### src/rtl/status_flag_bank_pkg.sv
// Shared field positions, default geometry and the saved-context entry type
// for the processor status register and its shadow stack.
package status_flag_bank_pkg;

  localparam int DEF_WIDTH       = 32;
  localparam int DEF_NUM_FLAGS   = 4;
  localparam int DEF_MODE_BITS   = 1;
  localparam int DEF_STACK_DEPTH = 4;

  localparam int FLAG_LSB    = DEF_WIDTH - DEF_NUM_FLAGS;
  localparam int STK_ERR_BIT = DEF_MODE_BITS;

  localparam logic [DEF_MODE_BITS-1:0] DEF_PRIV_MODE = '1;

  typedef struct packed {
    logic [DEF_NUM_FLAGS-1:0] flags;
    logic [DEF_MODE_BITS-1:0] mode;
  } status_entry_t;

  function automatic int flag_lsb(input int width, input int num_flags);
    return width - num_flags;
  endfunction

endpackage

### src/rtl/status_flag_bank_shadow_stack.sv
// Parametrised LIFO holding saved {flags,mode} contexts; it only saturates,
// reporting of overflow/underflow is left to the owner.
module status_flag_bank_shadow_stack #(
  parameter int DEPTH   = 4,
  parameter int ENTRY_W = 5,
  localparam int LEVEL_W = $clog2(DEPTH + 1)
) (
  input  logic               clk,
  input  logic               rst,
  input  logic               push,
  input  logic               pop,
  input  logic [ENTRY_W-1:0] push_data,
  output logic [ENTRY_W-1:0] pop_data,
  output logic [LEVEL_W-1:0] level,
  output logic               full,
  output logic               empty
);

  localparam int IDX_W = (DEPTH > 1) ? $clog2(DEPTH) : 1;

  logic [ENTRY_W-1:0] mem [2**IDX_W];
  logic [IDX_W-1:0]   wr_idx;
  logic [IDX_W-1:0]   rd_idx;

  assign full   = (level == LEVEL_W'(DEPTH));
  assign empty  = (level == '0);
  assign wr_idx = IDX_W'(level);
  assign rd_idx = IDX_W'(level - LEVEL_W'(1));

  // Push wins over pop when both are requested; the owner normally masks pop.
  always_ff @(posedge clk) begin
    if (rst) begin
      level <= '0;
    end else if (push && !full) begin
      mem[wr_idx] <= push_data;
      level       <= level + LEVEL_W'(1);
    end else if (pop && !empty) begin
      level <= level - LEVEL_W'(1);
    end
  end

  always_comb begin
    pop_data = '0;
    if (!empty) pop_data = mem[rd_idx];
  end

endmodule

### src/rtl/status_flag_bank.sv
// Processor status register: condition flags with per-flag enables and sticky
// bits, a mode field, and a shadow stack saving context across exceptions.
module status_flag_bank
  import status_flag_bank_pkg::*;
#(
  parameter int WIDTH       = DEF_WIDTH,
  parameter int NUM_FLAGS   = DEF_NUM_FLAGS,
  parameter int MODE_BITS   = DEF_MODE_BITS,
  parameter int STACK_DEPTH = DEF_STACK_DEPTH,
  parameter logic [NUM_FLAGS-1:0] STICKY_MASK = '0,
  parameter logic [MODE_BITS-1:0] PRIV_MODE   = '1,
  localparam int LEVEL_W = $clog2(STACK_DEPTH + 1)
) (
  input  logic                 clk,
  input  logic                 rst,
  input  logic [NUM_FLAGS-1:0] clr_flag,
  input  logic [NUM_FLAGS-1:0] flag_we,
  input  logic [NUM_FLAGS-1:0] flag_val,
  input  logic                 csr_we,
  input  logic [WIDTH-1:0]     csr_wdata,
  input  logic                 exc_enter,
  input  logic                 exc_return,
  output logic [WIDTH-1:0]     status_reg,
  output logic [MODE_BITS-1:0] mode,
  output logic [LEVEL_W-1:0]   stack_level,
  output logic                 stack_full,
  output logic                 stack_empty
);

  localparam int ENTRY_W  = NUM_FLAGS + MODE_BITS;
  localparam int FLAG_POS = flag_lsb(WIDTH, NUM_FLAGS);

  logic [NUM_FLAGS-1:0] flags_q, flags_d, flags_upd;
  logic [MODE_BITS-1:0] mode_q, mode_d;
  logic                 stk_err_q, stk_err_d;
  logic                 push, pop;
  logic [ENTRY_W-1:0]   pop_data;
  logic                 unused_csr_bits;

  assign unused_csr_bits = ^csr_wdata;

  // Return is dropped when entry happens in the same cycle.
  assign push = exc_enter;
  assign pop  = exc_return && !exc_enter;

  status_flag_bank_shadow_stack #(
    .DEPTH  (STACK_DEPTH),
    .ENTRY_W(ENTRY_W)
  ) u_stack (
    .clk      (clk),
    .rst      (rst),
    .push     (push),
    .pop      (pop),
    .push_data({flags_q, mode_q}),
    .pop_data (pop_data),
    .level    (stack_level),
    .full     (stack_full),
    .empty    (stack_empty)
  );

  always_comb begin
    flags_upd = flags_q;
    for (int i = 0; i < NUM_FLAGS; i++) begin
      if (clr_flag[i])          flags_upd[i] = 1'b0;
      else if (flag_we[i])      flags_upd[i] = STICKY_MASK[i] ? (flags_q[i] | flag_val[i]) : flag_val[i];
    end
  end

  always_comb begin
    flags_d   = flags_q;
    mode_d    = mode_q;
    stk_err_d = stk_err_q;
    if (exc_enter) begin
      if (stack_full) stk_err_d = 1'b1;
      flags_d = flags_upd;
      mode_d  = PRIV_MODE;
    end else if (exc_return) begin
      if (stack_empty) stk_err_d = 1'b1;
      else             {flags_d, mode_d} = pop_data;
    end else if (csr_we) begin
      flags_d = csr_wdata[WIDTH-1 -: NUM_FLAGS];
      mode_d  = csr_wdata[MODE_BITS-1:0];
      if (!csr_wdata[MODE_BITS]) stk_err_d = 1'b0;
    end else begin
      flags_d = flags_upd;
    end
  end

  always_ff @(posedge clk) begin
    if (rst) begin
      flags_q   <= '0;
      mode_q    <= '0;
      stk_err_q <= 1'b0;
    end else begin
      flags_q   <= flags_d;
      mode_q    <= mode_d;
      stk_err_q <= stk_err_d;
    end
  end

  always_comb begin
    status_reg                               = '0;
    status_reg[FLAG_POS +: NUM_FLAGS]        = flags_q;
    status_reg[MODE_BITS]                    = stk_err_q;
    status_reg[MODE_BITS-1:0]                = mode_q;
  end

  assign mode = mode_q;

endmodule

### config.mk
export PLATFORM = sky130hd
export DESIGN_NAME = status_flag_bank
export DESIGN_NICKNAME = d
export VERILOG_FILES = /design/src/rtl/status_flag_bank_pkg.sv /design/src/rtl/status_flag_bank_shadow_stack.sv /design/src/rtl/status_flag_bank.sv
export SDC_FILE = /design/constraint.sdc
export NUM_CORES = 1
export LEC_CHECK = 0
export ABC_AREA = 1
export BUFFER_PORTS_ARGS = -buffer_cell sky130_fd_sc_hd__buf_2
export CORE_MARGIN = 1
export CORE_UTILIZATION = 41
export CTS_CLUSTER_SIZE = 24
export DETAILED_ROUTE_END_ITERATION = 10
export PLACE_DENSITY = 0.74
export SLEW_MARGIN = 20
export SYNTH_ARGS = -nofsm -noshare
export SYNTH_HDL_FRONTEND = slang
export SYNTH_SLANG_ARGS = --single-unit
### constraint.sdc
create_clock -name clk -period 1.6 [get_ports clk]
set_input_delay 0.48 -clock clk [delete_from_list [all_inputs] [get_ports clk]]
set_output_delay 0.48 -clock clk [all_outputs]
set_load 0.02 [all_outputs]
==> impl_metrics.py, run 1 <==
metrics = {
    "status": {
        "outcome": "finished, violations left",
        "violations": "negative setup slack",
    },
    "timing": {
        "finalCritPeriodShare": 1.00,
        "setup_viol_count_final": 1,
        "slew_viol_final": 0,
        "setup-tns-final_ns": -0.00512,
        "clock_skew_ns": 0.00652,
        "rsz0062_at_grt": "true",
        "fin_ws_ns": -0.00512,
        "period_needed_ns": 1.61,
        "clock.fmax_mhz": 623,
        "hold_viol_final": 0,
    },
    "power": {
        "netSwitchingPower_mw": 0.755,
        "ir_drop_v": 0.000681,
        "clockPowerShare": 0.308,
        "power_frac_seq": 0.392,
        "combPwrFrac": 0.300,
        "p_leak_nw": 1.15,
        "p_int_mw": 1.60,
        "pwr_density_cell_nw_per_um2": 1090,
        "p_sw_frac": 0.321,
    },
    "final_layout": {
        "drive_gt1_frac": 0.226,
        "final_cell_mix": "57 x nand2_1, 40 x inv_1, 32 x buf_2",
        "layout.nets": 337,
        "fillCellCount": 385,
        "stdcell_area_um2": 2150,
        "layout_commonest_cell": "nand2_1",
        "syn_to_final_growth_pct": 21.3,
        "diodes": 0,
    },
    "route": {
        "vias": 1471,
        "via_per_inst": 4.42,
        "first_pass_iters": 5,
        "ant_nets": 0,
        "drc_errors": 0,
        "wire_per_inst_um": 10.3,
        "routed_wl_um": 3430,
        "first_iter_violations": 55,
    },
    "global_route": {
        "antenna_found_initial": 0,
        "grt_max_degree": 16,
        "grt_overflow_total": 0,
        "grt_pass1_wl_um": 5600,
        "grt_pass1_vias": 1260,
        "grt_usage": 0.172,
    },
    "clock_network": {
        "cts_tree": "done",
        "cts.path.max_buffers": 2,
        "h-tree-depth": 2,
        "path_clk_slew_ns": 0.06,
        "clk_latency_ns": 0.28,
        "hold_buffers": 0,
        "cts.sinks": 29,
        "cts_made_buffers": 5,
        "root_buffer": "clkbuf_8",
    },
    "worst_setup_path": {
        "critical_path.startpoint_type": "flop",
        "cp.arrival_ns": 1.13,
        "r2r-end": "u_stack.level[0]",
        "r2r_slack_ns": 0.14,
        "r2r_start": "u_stack.level[0]",
        "ff2ff_path_depth": 9,
        "crit_required_ns": 1.12,
        "critPathCaptureType": "output pin",
        "path_max_fanout": 3,
        "worstSetupPathType": "reg2out",
    },
    "yosys": {
        "synth_warnings": 0,
        "syn_area_per_cell_um2": 7.65,
        "ys_types": 17,
        "synth_seq_cells": 29,
        "synthCells": 232,
        "syn_area_um2": 1780,
        "yosysSeqAreaShare": 0.440,
    },
    "die": {
        "initial_core_util": 0.434,
        "fp.dieArea_um2": 4600,
        "pin_count": 87,
        "die_y_um": 67.8,
        "fp-row-count": 23,
        "core_um2": 4090,
        "die_w_um": 67.8,
    },
    "place": {
        "place_area_um2": 1970,
        "hpwl_um": 2540,
        "dp_slack_ns": 0.0727,
        "port_buffers": 34,
        "gp_congestion": 0.774,
    },
    "worst_hold_path": {
        "holdPathEnd": "stk_err_q",
        "min_from": "rst",
        "hp-class": "in2reg",
        "holdPathStages": 2,
    },
    "run": {
        "cap_viol_max_count": 0,
    },
}
## synthesized netlist by cell type, drive strengths merged
cell type	number	area (µm²)
ha	6	75.1
a21oi	9	45.0
inv	42	158
buf	30	220
dfxtp	9	180
nand3	18	90.1
edfxtp	20	601
o211ai	1	7.51
conb	1	3.75
nor2	24	97.6
o21ai	10	50.1
nand3b	2	15.0
nand2	59	224
xor2	1	8.76
## layer usage
layer	global-route usage	vias to the layer above	routed length [µm]
met4	0.0911	0	45
met3	0.0355	6	148
li1	-	765	-
met5	0	-	0
met1	0.202	654	1500
met2	0.291	46	1730
## kinds of logic (layout without fill, tap and decap cells)
logic type               after synthesis  after routing  synth area share
AND/OR/NAND/NOR                      103            103             0.240
buffers and inverters                 72             98             0.213
flip-flops                            29             29             0.440
AO/OA/AOI/OAI                         20             20            0.0578
adder cells (fa/ha/maj)                6              6            0.0423
other                                  1             26           0.00211
XOR/XNOR                               1              1           0.00493
## cell type report
| type | count | area, µm² | share of cell area |
|---|---|---|---|
| Clock buffer | 6 | 72.6 | 0.0337 |
| Clock inverter | 2 | 33.8 | 0.0157 |
| Inverter | 42 | 163 | 0.0755 |
| Multi-Input combinational cell | 156 | 751 | 0.349 |
| Sequential cell | 29 | 783 | 0.364 |
| Tap cell | 50 | 62.6 | 0.0291 |
| Timing Repair Buffer | 48 | 288 | 0.134 |
## power groups by stage
stage	combinational (mW)	clock [mW]	sequential, mW
final	0.706	0.725	0.924
after global routing	0.794	0.771	0.933
after CTS	0.703	0.734	0.925
after detailed placement	0.632	0	0.936
after global placement	0.620	0	0.933
after floorplan	0.441	0	0.966
## flip-flops by register name, indices dropped and copies added, names as in the netlist
| register | flops |
|---|---|
| u_stack.level | 3 |
| u_stack.mem | 20 |
| flags_q | 4 |
| stk_err_q | 1 |
| mode | 1 |
## what timing repair did
| action | 4_1_cts | 5_1_grt |
|---|---|---|
| setup endpoints to repair | 2 | 2 |
| resized for setup | 14 | 1 |
| pin swaps | 2 | 2 |
| setup buffers | 2 | 1 |
| cloned | 0 | 0 |
## critical path, stage by stage (launching register included)
cell,delay (ns)
dfxtp_2,0.35
inv_4,0.05
ha_4,0.16
ha_4,0.15
buf_6,0.12
## worst max-delay path by stage
stage / from / end / slack (ns) / cells past startpoint
after CTS: u_stack.level[1] / stack_empty / -0.03 / 4
after detailed placement: u_stack.level[1] / u_stack.mem[0][4] / 0.07 / 6
final: u_stack.level[0] / stack_empty / -0.005 / 4
after global placement: exc_enter / u_stack.mem[0][2] / 0.11 / 4
after global routing: u_stack.level[0] / stack_empty / -0.04 / 4
after floorplan: u_stack.level[0] / u_stack.mem[1][0] / -0.06 / 6
## per-stage QoR
stage                     power [mW]  std cells  hold WS, ns   util
after floorplan                 1.41        257        0.444      -
after global placement          1.55        322        0.467  0.482
after detailed placement        1.57        322        0.464  0.482
after CTS                       2.36        332        0.424  0.524
after global routing            2.50        333        0.432  0.527
final                           2.35        333        0.429  0.527
(Power assumes the default switching activity.)
==> run 2: changes to the inputs <==
--- a/config.mk
+++ b/config.mk
@@ -7,8 +7,10 @@
 export LEC_CHECK = 0
 export ABC_AREA = 1
 export BUFFER_PORTS_ARGS = -buffer_cell sky130_fd_sc_hd__buf_2
+export CELL_PAD_IN_SITES_DETAIL_PLACEMENT = 1
+export CELL_PAD_IN_SITES_GLOBAL_PLACEMENT = 1
 export CORE_MARGIN = 1
-export CORE_UTILIZATION = 41
+export CORE_UTILIZATION = 28
 export CTS_CLUSTER_SIZE = 24
 export DETAILED_ROUTE_END_ITERATION = 10
 export PLACE_DENSITY = 0.74
==> run 2 against run 1 <==
Net effect: the run still ends with negative setup slack left; clock skew is 0.0044 ns lower; global-route usage is 2.9 points lower; first-iteration DRC count increased by 36%; total power grew 4.9%; combinational power increased by 4.8%; non-clock buffer count unchanged; sequential power grew 0.9%; highest routed layer unchanged.
==> impl_metrics.py, run 2 (synthesis gave the netlist of run 1 again) <==
metrics = {
    "status": {
        "outcome": "finished, violations left",
        "violations": "negative setup slack",
    },
    "power": {
        "netSwitchingPower_mw": 0.813,
        "p_int_mw": 1.66,
        "pwr_density_cell_nw_per_um2": 1120,
        "finalPower_mw": 2.47,
        "p_sw_frac": 0.329,
        "p_leak_nw": 1.15,
        "clockPowerShare": 0.323,
        "power_frac_seq": 0.377,
        "ir_drop_v": 0.000322,
        "combPwrFrac": 0.299,
    },
    "worst_setup_path": {
        "path_common_cell": "ha_4",
        "ff2ff_path_depth": 7,
        "critPathMaxStageDelay_ns": 0.36,
        "cp.arrival_ns": 1.14,
        "r2r_slack_ns": 0.06,
        "cp_slowest_cell": "dfxtp_2",
        "r2r-end": "u_stack.mem[2][2]",
        "path_max_fanout": 3,
        "critical_path.startpoint_type": "flop",
        "startpoint": "u_stack.level[0]",
        "crit_required_ns": 1.12,
        "critPathCaptureType": "output pin",
        "path_cells": "inv_4 -> ha_4 -> ha_4 -> buf_6",
        "worstSetupPathType": "reg2out",
        "r2r_start": "u_stack.level[0]",
    },
    "global_route": {
        "met2_usage": 0.259,
        "grt_pass1_wl_um": 6910,
        "grt_pass1_vias": 1499,
        "met1_usage": 0.156,
        "use_met3": 0.0367,
        "grt_max_degree": 16,
        "grt_overflow_total": 0,
        "grt_usage": 0.143,
        "grt.busiest_layer": "met2",
        "antenna_found_initial": 0,
    },
    "final_layout": {
        "syn_to_final_growth_pct": 24.2,
        "finalNonFillerCells": 358,
        "stdcell_area_um2": 2200,
        "diodes": 0,
        "layout_commonest_cell": "nand2_1",
        "final_util": 0.366,
        "top_regs": "u_stack.mem x20, flags_q x4, u_stack.level x3",
        "layout.nets": 337,
        "largest_reg_flops": 20,
        "final_cell_mix": "57 x nand2_1, 39 x inv_1, 32 x buf_2",
        "largest_register": "u_stack.mem",
        "fillCellCount": 754,
        "drive_gt1_frac": 0.240,
    },
    "route": {
        "via_per_inst": 4.27,
        "first_pass_iters": 4,
        "ant_nets": 0,
        "drc_errors": 0,
        "routed_wl_um": 4330,
        "wire_per_inst_um": 12.1,
        "first_iter_violations": 75,
        "vias": 1527,
    },
    "clock_network": {
        "root_buffer": "clkbuf_8",
        "clk_latency_ns": 0.28,
        "cts_tree": "done",
        "cts.sinks": 29,
        "h-tree-depth": 2,
        "path_clk_slew_ns": 0.06,
        "cts.path.max_buffers": 2,
        "cts_made_buffers": 5,
    },
    "die": {
        "die_y_um": 81.6,
        "initial_core_util": 0.295,
        "fp.dieArea_um2": 6660,
        "core_um2": 6030,
        "die_w_um": 81.6,
        "pin_count": 87,
        "fp-row-count": 28,
    },
    "timing": {
        "period_needed_ns": 1.62,
        "slew_viol_final": 0,
        "fin_ws_ns": -0.0184,
        "hold_viol_final": 0,
        "rsz0062_at_grt": "true",
        "finalCritPeriodShare": 1.01,
        "clock_skew_ns": 0.00216,
        "clock.fmax_mhz": 618,
        "setup_viol_count_final": 1,
    },
    "place": {
        "port_buffers": 34,
        "hpwl_um": 3140,
        "dp_slack_ns": 0.101,
        "gp_congestion": 0.771,
        "dp_cells": 346,
        "place_area_um2": 1990,
    },
    "run": {
        "cap_viol_max_count": 0,
    },
    "worst_hold_path": {
        "holdPathStages": 2,
        "hp-class": "in2reg",
        "min_from": "rst",
        "holdPathEnd": "mode",
    },
}
## run 2: changes by cell type in the layout (fill, tap and decap cells not counted), sizes merged
cell / change
clkinvlp: +1
clkinv: -1
## run 2: worst max path at each step
| stage | end | slack [ns] | cells past startpoint |
|---|---|---|---|
| final | stack_empty | -0.02 | 4 |
| after global routing | stack_empty | -0.05 | 4 |
| after CTS | stack_empty | -0.02 | 4 |
| after detailed placement | u_stack.mem[2][4] | 0.10 | 4 |
| after global placement | flags_q[0] | 0.16 | 8 |
| after floorplan | u_stack.mem[1][0] | -0.06 | 6 |
## run 2: per-stage QoR
stage	hold slack, ns	setup TNS (ns)
2_1_floorplan	0.444	-1.25
3_3_place_gp	0.470	0
3_5_place_dp	0.476	0
4_1_cts	0.415	-0.0160
5_1_grt	0.432	-0.0514
6_report	0.422	-0.0184
## run 2: power by group through the flow
stage / clock [mW] / combinational [mW] / sequential, mW
5_1_grt: 0.840 / 0.830 / 0.938
4_1_cts: 0.810 / 0.726 / 0.925
3_3_place_gp: 0 / 0.629 / 0.935
6_report: 0.799 / 0.740 / 0.932
3_5_place_dp: 0 / 0.647 / 0.937
2_1_floorplan: 0 / 0.441 / 0.966
## run 2: per-layer routing
metal	vias up	wire length [µm]
li1	764	-
met1	707	1770
met2	50	2240
met3	6	249
met4	0	74
met5	-	0
## run 2: layout make-up
type | count | area [µm²] | area share
tap | 75 | 93.8 | 0.0426
multi-input combinational | 156 | 756 | 0.343
inverter | 42 | 163 | 0.0738
clock inverter | 2 | 37.5 | 0.0170
clock buffer | 6 | 82.6 | 0.0375
timing repair buffer | 48 | 288 | 0.131
sequential | 29 | 785 | 0.356
## run 2: worst max-delay path: cells and delay by family (launching register included)
family / cells / cell delay (ns)
flip-flops: 1 / 0.36
adder cells (fa/ha/maj): 2 / 0.32
buffers and inverters: 2 / 0.18
## run 2: what timing repair did
| action | 4_1_cts | 5_1_grt |
|---|---|---|
| buffers inserted | 3 | 1 |
| hold buffers | 0 | 0 |
| setup endpoints to repair | 2 | 19 |
| pin swaps | 1 | 4 |
| gates resized for setup | 12 | 6 |
| gates cloned | 0 | 0 |
